### src/rtl/pe_result_drain_if.sv
// pe_result_drain_if
// Bundles the result-drain handshake between the PE array, the drain block
// and the downstream sink.
//   y_in        per-lane 2*DW-bit signed dot products (lane i at [i])
//   done_in     per-lane done flags
//   blk_ready   drain block can accept a new block
//   out_valid   out_data/out_idx/out_last are valid
//   out_ready   sink accepts the current element
//   out_data    requantized DW-bit signed result
//   out_idx     global output-row index
//   out_last    final element of an M-row vector
//   err_overrun sticky: capture arrived while draining
// The slave modport is the drain block; the master modport is the
// environment (PE array plus sink).
interface pe_result_drain_if #(
    parameter int PE_NUM = 8,
    parameter int DW     = 16,
    parameter int IDX_W  = 6
);
    logic [PE_NUM-1:0][2*DW-1:0] y_in;
    logic [PE_NUM-1:0]           done_in;
    logic                        blk_ready;
    logic                        out_valid;
    logic                        out_ready;
    logic signed [DW-1:0]        out_data;
    logic [IDX_W-1:0]            out_idx;
    logic                        out_last;
    logic                        err_overrun;

    modport slave (
        input  y_in, done_in, out_ready,
        output blk_ready, out_valid, out_data, out_idx, out_last, err_overrun
    );

    modport master (
        output y_in, done_in, out_ready,
        input  blk_ready, out_valid, out_data, out_idx, out_last, err_overrun
    );
endinterface

### src/rtl/pe_result_drain.sv
// pe_result_drain
// Waits for every PE lane to report done, captures all lanes in one cycle
// (requantized to DW bits with round-half-up and saturation), then streams
// them out one per cycle over valid/ready, tagged with the global row index.
// Ports:
//   clk  rising-edge clock
//   rst  synchronous active-high reset
//   bus  pe_result_drain_if slave modport (see interface header)
module pe_result_drain #(
    parameter int PE_NUM    = 8,
    parameter int DW        = 16,
    parameter int M         = 64,
    parameter int OUT_SHIFT = 8,
    parameter int IDX_W     = $clog2(M)
) (
    input  logic               clk,
    input  logic               rst,
    pe_result_drain_if.slave   bus
);

    localparam int BLK_NUM = M / PE_NUM;
    localparam int LW      = (PE_NUM > 1) ? $clog2(PE_NUM) : 1;
    localparam int BW      = (BLK_NUM > 1) ? $clog2(BLK_NUM) : 1;

    localparam logic [LW-1:0] LANE_LAST = LW'(PE_NUM - 1);
    localparam logic [BW-1:0] BLK_LAST  = BW'(BLK_NUM - 1);

    // Rounding constant and saturation bounds, all in the 2*DW+1 bit domain
    // so the rounding add can never wrap.
    localparam logic signed [2*DW:0] RND  = {{(2*DW){1'b0}}, 1'b1} << (OUT_SHIFT - 1);
    localparam logic signed [2*DW:0] MAXV = {{(DW+2){1'b0}}, {(DW-1){1'b1}}};
    localparam logic signed [2*DW:0] MINV = {{(DW+2){1'b1}}, {(DW-1){1'b0}}};

    typedef enum logic {IDLE, DRAIN} state_t;

    state_t                state;
    logic [LW-1:0]         lane;
    logic [BW-1:0]         blk_cnt;
    logic                  all_done_q;
    logic                  err_q;
    logic signed [DW-1:0]  data_buf [PE_NUM];

    logic all_done;
    logic capture;

    // Round half toward +inf: add half an LSB of the result, then an
    // arithmetic shift floors the value. Out-of-range results clamp.
    function automatic logic signed [DW-1:0] requant(input logic signed [2*DW-1:0] y);
        logic signed [2*DW:0] t;
        t = $signed({y[2*DW-1], y}) + RND;
        t = t >>> OUT_SHIFT;
        if (t > MAXV)
            return MAXV[DW-1:0];
        else if (t < MINV)
            return MINV[DW-1:0];
        else
            return t[DW-1:0];
    endfunction

    // A capture fires only on the rising edge of the combined done flag, so
    // both pulse-style and level-style done signalling start exactly one block.
    always_comb begin
        all_done = &bus.done_in;
        capture  = all_done & ~all_done_q;
    end

    // Main FSM: IDLE waits for a capture and loads the requantized buffer;
    // DRAIN walks the lanes on each handshake and advances the block counter
    // once the final lane is taken. A capture seen while draining leaves the
    // buffer untouched and latches the overrun flag until reset.
    always_ff @(posedge clk) begin
        if (rst) begin
            state      <= IDLE;
            lane       <= '0;
            blk_cnt    <= '0;
            all_done_q <= 1'b0;
            err_q      <= 1'b0;
            for (int i = 0; i < PE_NUM; i++)
                data_buf[i] <= '0;
        end else begin
            all_done_q <= all_done;
            case (state)
                IDLE: begin
                    if (capture) begin
                        for (int i = 0; i < PE_NUM; i++)
                            data_buf[i] <= requant($signed(bus.y_in[i]));
                        lane  <= '0;
                        state <= DRAIN;
                    end
                end
                DRAIN: begin
                    if (capture)
                        err_q <= 1'b1;
                    if (bus.out_ready) begin
                        if (lane == LANE_LAST) begin
                            lane    <= '0;
                            state   <= IDLE;
                            blk_cnt <= (blk_cnt == BLK_LAST) ? '0 : blk_cnt + 1'b1;
                        end else begin
                            lane <= lane + 1'b1;
                        end
                    end
                end
                default: state <= IDLE;
            endcase
        end
    end

    // Every output is decoded from registered state only, so nothing on
    // y_in or done_in reaches the outputs combinationally.
    always_comb begin
        bus.blk_ready   = (state == IDLE);
        bus.out_valid   = (state == DRAIN);
        bus.out_data    = data_buf[lane];
        bus.out_idx     = IDX_W'(blk_cnt) * IDX_W'(PE_NUM) + IDX_W'(lane);
        bus.out_last    = (state == DRAIN) && (lane == LANE_LAST) && (blk_cnt == BLK_LAST);
        bus.err_overrun = err_q;
    end

endmodule

### src/flat_wrapper.sv
// flat-port wrapper written by rule: the top's interface ports become plain ports
module pe_result_drain_flat 
#(
    parameter int PE_NUM    = 8,
    parameter int DW        = 16,
    parameter int M         = 64,
    parameter int OUT_SHIFT = 8,
    parameter int IDX_W     = $clog2(M)
)
  (clk, rst, bus_y_in, bus_done_in, bus_out_ready, bus_blk_ready, bus_out_valid, bus_out_data, bus_out_idx, bus_out_last, bus_err_overrun);
  pe_result_drain_if #(.PE_NUM(PE_NUM), .DW(DW), .IDX_W(IDX_W)) bus_i ();
  input  logic clk;
  input  logic rst;
  input wire logic [$bits(bus_i.y_in)-1:0] bus_y_in;
  input wire logic [$bits(bus_i.done_in)-1:0] bus_done_in;
  input wire logic [$bits(bus_i.out_ready)-1:0] bus_out_ready;
  output wire logic [$bits(bus_i.blk_ready)-1:0] bus_blk_ready;
  output wire logic [$bits(bus_i.out_valid)-1:0] bus_out_valid;
  output wire logic [$bits(bus_i.out_data)-1:0] bus_out_data;
  output wire logic [$bits(bus_i.out_idx)-1:0] bus_out_idx;
  output wire logic [$bits(bus_i.out_last)-1:0] bus_out_last;
  output wire logic [$bits(bus_i.err_overrun)-1:0] bus_err_overrun;
  assign bus_i.y_in = bus_y_in;
  assign bus_i.done_in = bus_done_in;
  assign bus_i.out_ready = bus_out_ready;
  assign bus_blk_ready = bus_i.blk_ready;
  assign bus_out_valid = bus_i.out_valid;
  assign bus_out_data = bus_i.out_data;
  assign bus_out_idx = bus_i.out_idx;
  assign bus_out_last = bus_i.out_last;
  assign bus_err_overrun = bus_i.err_overrun;
  pe_result_drain #(.PE_NUM(PE_NUM), .DW(DW), .M(M), .OUT_SHIFT(OUT_SHIFT), .IDX_W(IDX_W)) u_core (.clk(clk), .rst(rst), .bus(bus_i));
endmodule
### config.mk
export PLATFORM = sky130hd
export DESIGN_NAME = pe_result_drain_flat
export DESIGN_NICKNAME = d
export VERILOG_FILES = /design/src/rtl/pe_result_drain_if.sv /design/src/rtl/pe_result_drain.sv /design/src/flat_wrapper.sv
export SDC_FILE = /design/constraint.sdc
export NUM_CORES = 1
export LEC_CHECK = 0
export ABC_CLOCK_PERIOD_IN_PS = 5850
export CORE_MARGIN = 10
export CORE_UTILIZATION = 30
export CTS_BUF_LIST = sky130_fd_sc_hd__clkbuf_4 sky130_fd_sc_hd__clkbuf_8 sky130_fd_sc_hd__clkbuf_16
export CTS_CLUSTER_DIAMETER = 80
export DETAILED_ROUTE_END_ITERATION = 10
export PLACE_DENSITY = 0.63
export SLEW_MARGIN = 20
export SYNTH_ARGS = -nofsm -noshare
export SYNTH_HDL_FRONTEND = slang
export SYNTH_SLANG_ARGS = --single-unit
### constraint.sdc
create_clock -name clk -period 5.85 [get_ports clk]
set_input_delay 1.17 -clock clk [delete_from_list [all_inputs] [get_ports clk]]
set_output_delay 1.17 -clock clk [all_outputs]
set_load 0.03 [all_outputs]
# Word-level counts from Yosys, hierarchy flattened
# Memories as Yosys holds them, arrays and structs flattened. A register that Yosys moved wholly into a read port is not among the register bits.
# Cells that the tools add are included.
[op_classes]
n_bitwise = 11
magnitude_cmp = 16
n_shift = 0
eq_ne = 4
n_mux = 64
div_mod_pow = 0
addsub = 11
n_mul = 0
reduce_logical = 6
[op_table]
columns = ["cell", "count"]
rows = [
  ["two-way mux 16 bit", 48],
  ["adder 32 x 9 -> 33 bit, second input constant", 8],
  ["> comparator 25 x 16 -> 1 bit, second input constant", 8],
  ["less-than comparator 25 x 16 -> 1 bit, second input constant", 8],
  ["two-way mux 3 bit", 6],
  ["two-way mux 1 bit", 8],
  ["OR 1 bit", 8],
  ["AND reduction 8 bit", 1],
  ["adder 3 x 1 -> 3 bit, second input constant", 2],
  ["adder 6 x 3 -> 6 bit", 1],
  ["== test 3 bit, second input constant", 2],
  ["case mux 3 bit (2 select lines)", 1],
  ["AND reduction 2 bit", 2],
  ["AND reduction 3 bit", 1],
  ["logical AND 1 bit", 2],
  ["inequality test 2 x 1 -> 1 bit, second input constant", 1],
  ["inequality test 2 bit, second input constant", 1],
  ["inverter 1 bit", 2],
  ["case mux 1 bit (2 select lines)", 1],
  ["bitwise AND 1 bit", 1],
]
[totals]
out_inout_bits = 26
mem_bits_rw = 128
n_memories = 1
wordCells = 118
latchBits = 0
inputBits = 267
rom_bits = 0
register_bits = 9
[mem_list]
columns = ["memory", "depth", "word_bits", "rd", "rd_ports_with_merged_regs", "write_ports", "line_no", "rtl"]
rows = [
  ["u_core.data_buf", 8, 16, 1, 1, 8, "pe_result_drain.sv:41", "logic signed [DW-1:0] data_buf [PE_NUM];"],
]

# Logic depth before layout (Yosys ltp)
[logic_depth]
word_depth = 8
ltp_mapped = 11
ltp_nobuf = 8

# Worst setup path after synthesis
# Ideal clock, no wire load.
[synth_path]
path_kind = "input to register"
startpoint = "input port bus_done_in[6]"
endpoint = "memory u_core.data_buf[0][0] (enable)"
slack_ns = 1.052
arrival_ns = 4.312
required_ns = 5.364
stages = 3
path_buffers = 0
setup_time_ns = 0.486
cell_sequence = "nand4_1 -> nor3_1 -> a21o_1"
[synth_lines]
columns = ["item", "line_no", "rtl"]
rows = [
  ["from (decl)", "flat_wrapper.sv:15", "input wire logic [$bits(bus_i.done_in)-1:0] bus_done_in;"],
  ["to (decl)", "pe_result_drain.sv:41", ""],
]

==> results_dict.tcl <==
set metrics [dict create \
    dieArea_sq_um 43350 \
    route.detailed.drc 0 \
    grt_antenna_before_repair 6 \
    ys_seq_area_share_pct 38.43 \
    clk_path_buf_depth 2 \
    pwr-share-seq_pct 44.1 \
    drive_above_1_share_pct 10.66 \
    preCtsSetupSlack_ns 1.431 \
    worstMarginPinSlew_ns 1.038 \
    syn_area_sq_um 10630 \
    synth_common_cells "edfxtp_1 (128), nand3_1 (83), nand2_1 (81)" \
    ios 293 \
    clk_latency_ns 0.42 \
    fin_ws_ns 1.860 \
    finalNetCount 1579 \
    cts-resized-gates 0 \
    setup_viol 0 \
    wire_per_inst_um 19.24 \
    hold_viol 0 \
    gp_congestion 0.8617 \
    fin_skew_ns 0.01324 \
    dieHeight_um 208.2 \
    peakVddDrop_mv 0.1503 \
    synth_cells 1082 \
    cts_sinks 140 \
    grt_pass1_vias 9021 \
    hold_depth 2 \
    cts_setup_buffers 0 \
    netlist_top_cells_area "edfxtp_1 (36%), mux4_2 (6.8%), xnor2_1 (5.4%)" \
    synth_edf_count 128 \
    grt_pass1_wl_um 52230 \
    syn_nets 1361 \
    ant_nets 0 \
    slew_viol_final 0 \
    via_count 9341 \
    finalSetupTns_ns 0 \
    drt_iter0_markers 700 \
    die_w_um 208.2 \
    crit_fanout 31 \
    endpoint_kind "primary output" \
    maxCapViolations 0 \
    switching_share_pct 25.24 \
    arrival_ns 2.82 \
    startpoint_type "flip-flop" \
    status "finished clean" \
    synth_top_area_share_pct 36.17 \
    r2r_cells 8 \
    period_needed_ns 3.990 \
    cts_tree "done" \
    power_density_nw_per_um2 185.1 \
    max_freq_mhz 250.6 \
    fillCellCount 3394 \
    hpwl_um 27130 \
    viasPerCell 5.277 \
    worstSetupPathType "flip-flop to primary output" \
    routed_wl_um 34060 \
    grt_util_all_layers_pct 15.08 \
    p_int_mw 1.938 \
    hp-class "flip-flop to flip-flop" \
    dr.pass1.iters 5 \
    syn_area_per_cell_sq_um 9.821 \
    coreArea_sq_um 34710 \
    area_growth_pct 31.84 \
    p_leak_nw 4.557 \
    yosysTopAreaCell "edfxtp_1" \
    yosys_register_bits 140 \
    num_rows 68 \
    crit_required_ns 4.68 \
    place_inst 1736 \
    grt_max_degree 66 \
    root_buffer "clkbuf_16" \
    relSlewSlack_pct 30.32 \
    h-tree-depth 4 \
    pwr-share-clk_pct 39.4 \
    fin_crit_sh_pct 68.20 \
    start_util_pct 30.61 \
    yosysWarningCount 0 \
    yosysMostFrequentCell "edfxtp_1" \
    grt_overflow 0 \
    io_buffers 236 \
    rsz0062_at_grt "false" \
    combPwrFrac_pct 16.5 \
    yosysUniqueCellTypes 84 \
    clk_pin_slew_ns 0.06 \
    stdcell_count 1770 \
    ys_async_sr_fraction_pct 0 \
    postCtsHoldBufs 0 \
    switchingPower_mw 0.6546 \
    ys.flop_type "edfxtp_1" \
    numCtsBuffers 17 \
]
-- critical path, stage by stage, from the launching register on --
cell,delay (ns)
dfxtp_4,0.74
buf_4,0.23
mux4_2,0.50
mux2_2,0.31
clkdlybuf4s50_1,0.61
-- power groups by stage --
stage	sequential, mW	combinational [mW]	clock, mW
2_1_floorplan	1.16	0.178	0
3_3_place_gp	1.16	0.421	0
3_5_place_dp	1.16	0.426	0
4_1_cts	1.14	0.428	1.03
5_1_grt	1.15	0.465	1.08
6_report	1.14	0.428	1.02
-- through the flow --
stage	cell area [sq um]	utilization [%]	power (mW)	hold slack [ns]
final	14010	40.36	2.593	0.4912
after global routing	14010	40.35	2.691	0.5589
after CTS	13990	40.30	2.603	0.4926
after detailed placement	13430	38.69	1.589	0.4725
after global placement	13430	38.69	1.585	0.4669
after floorplan	10630	-	1.334	0.5689
-- cell families after synthesis --
family          synth area share, %
simple gates                  22.89
compound gates                14.38
flops                         38.43
xor+xnor                      10.80
buf+inv                       2.767
mux                           9.325
fa+ha+maj                     1.413
-- final cells by class --
class | count | area, sq um | area share (%)
clock inverter | 13 | 117.6 | 0.8395
clock buffer | 19 | 440.4 | 3.144
tap | 455 | 569.3 | 4.064
antenna | 2 | 5.005 | 0.03572
multi-input combinational | 872 | 6269 | 44.74
inverter | 27 | 101.3 | 0.7234
timing repair buffer | 242 | 2420 | 17.27
sequential | 140 | 4088 | 29.18
-- final timing paths --
path,to,slack (ns),from
max,bus_out_data[13],1.86,flip-flop
min,u_core.bus.err_overrun,0.49,u_core.bus.err_overrun
max reg2reg,u_core.data_buf[1][14],3.41,u_core.all_done_q
min reg2reg,u_core.bus.err_overrun,0.49,u_core.bus.err_overrun
-- state kept, by name, indices dropped and copies added (netlist names), named ones only --
| name | count |
|---|---|
| u_core.blk_cnt | 3 |
| u_core.lane | 3 |
| u_core.bus.out_valid | 1 |
| u_core.bus.err_overrun | 1 |
| u_core.data_buf | 128 |
| u_core.all_done_q | 1 |
-- cell usage in the layout, fill, tap and decap left out, types with 6 or more instances in the layout --
cell             instances
clkdlybuf4s50_1        236
edfxtp_1               128
nand3_1                 83
nand2_1                 81
nor2_1                  77
o21ai_1                 72
xnor2_1                 66
xor2_1                  65
nand4_1                 53
a21oi_1                 45
mux4_2                  32
inv_1                   27
nor3_1                  22
and3_1                  21
clkbuf_16               17
mux2_2                  16
and4_1                  16
o22ai_1                 15
o21ai_0                 13
and2_1                  12
o21ai_2                 12
ha_1                    12
a21oi_2                 11
dfxtp_1                 11
a31oi_1                 10
mux2i_1                  9
nor4_1                   8
or3_1                    7
nor3b_1                  6
-- layer usage --
layer  track usage [%]  wire, um
met1             21.04     16340
met2             23.26     15080
met5                 0        57
met3             3.549      2321
met4             2.939       251
(Power assumes the default switching activity.)
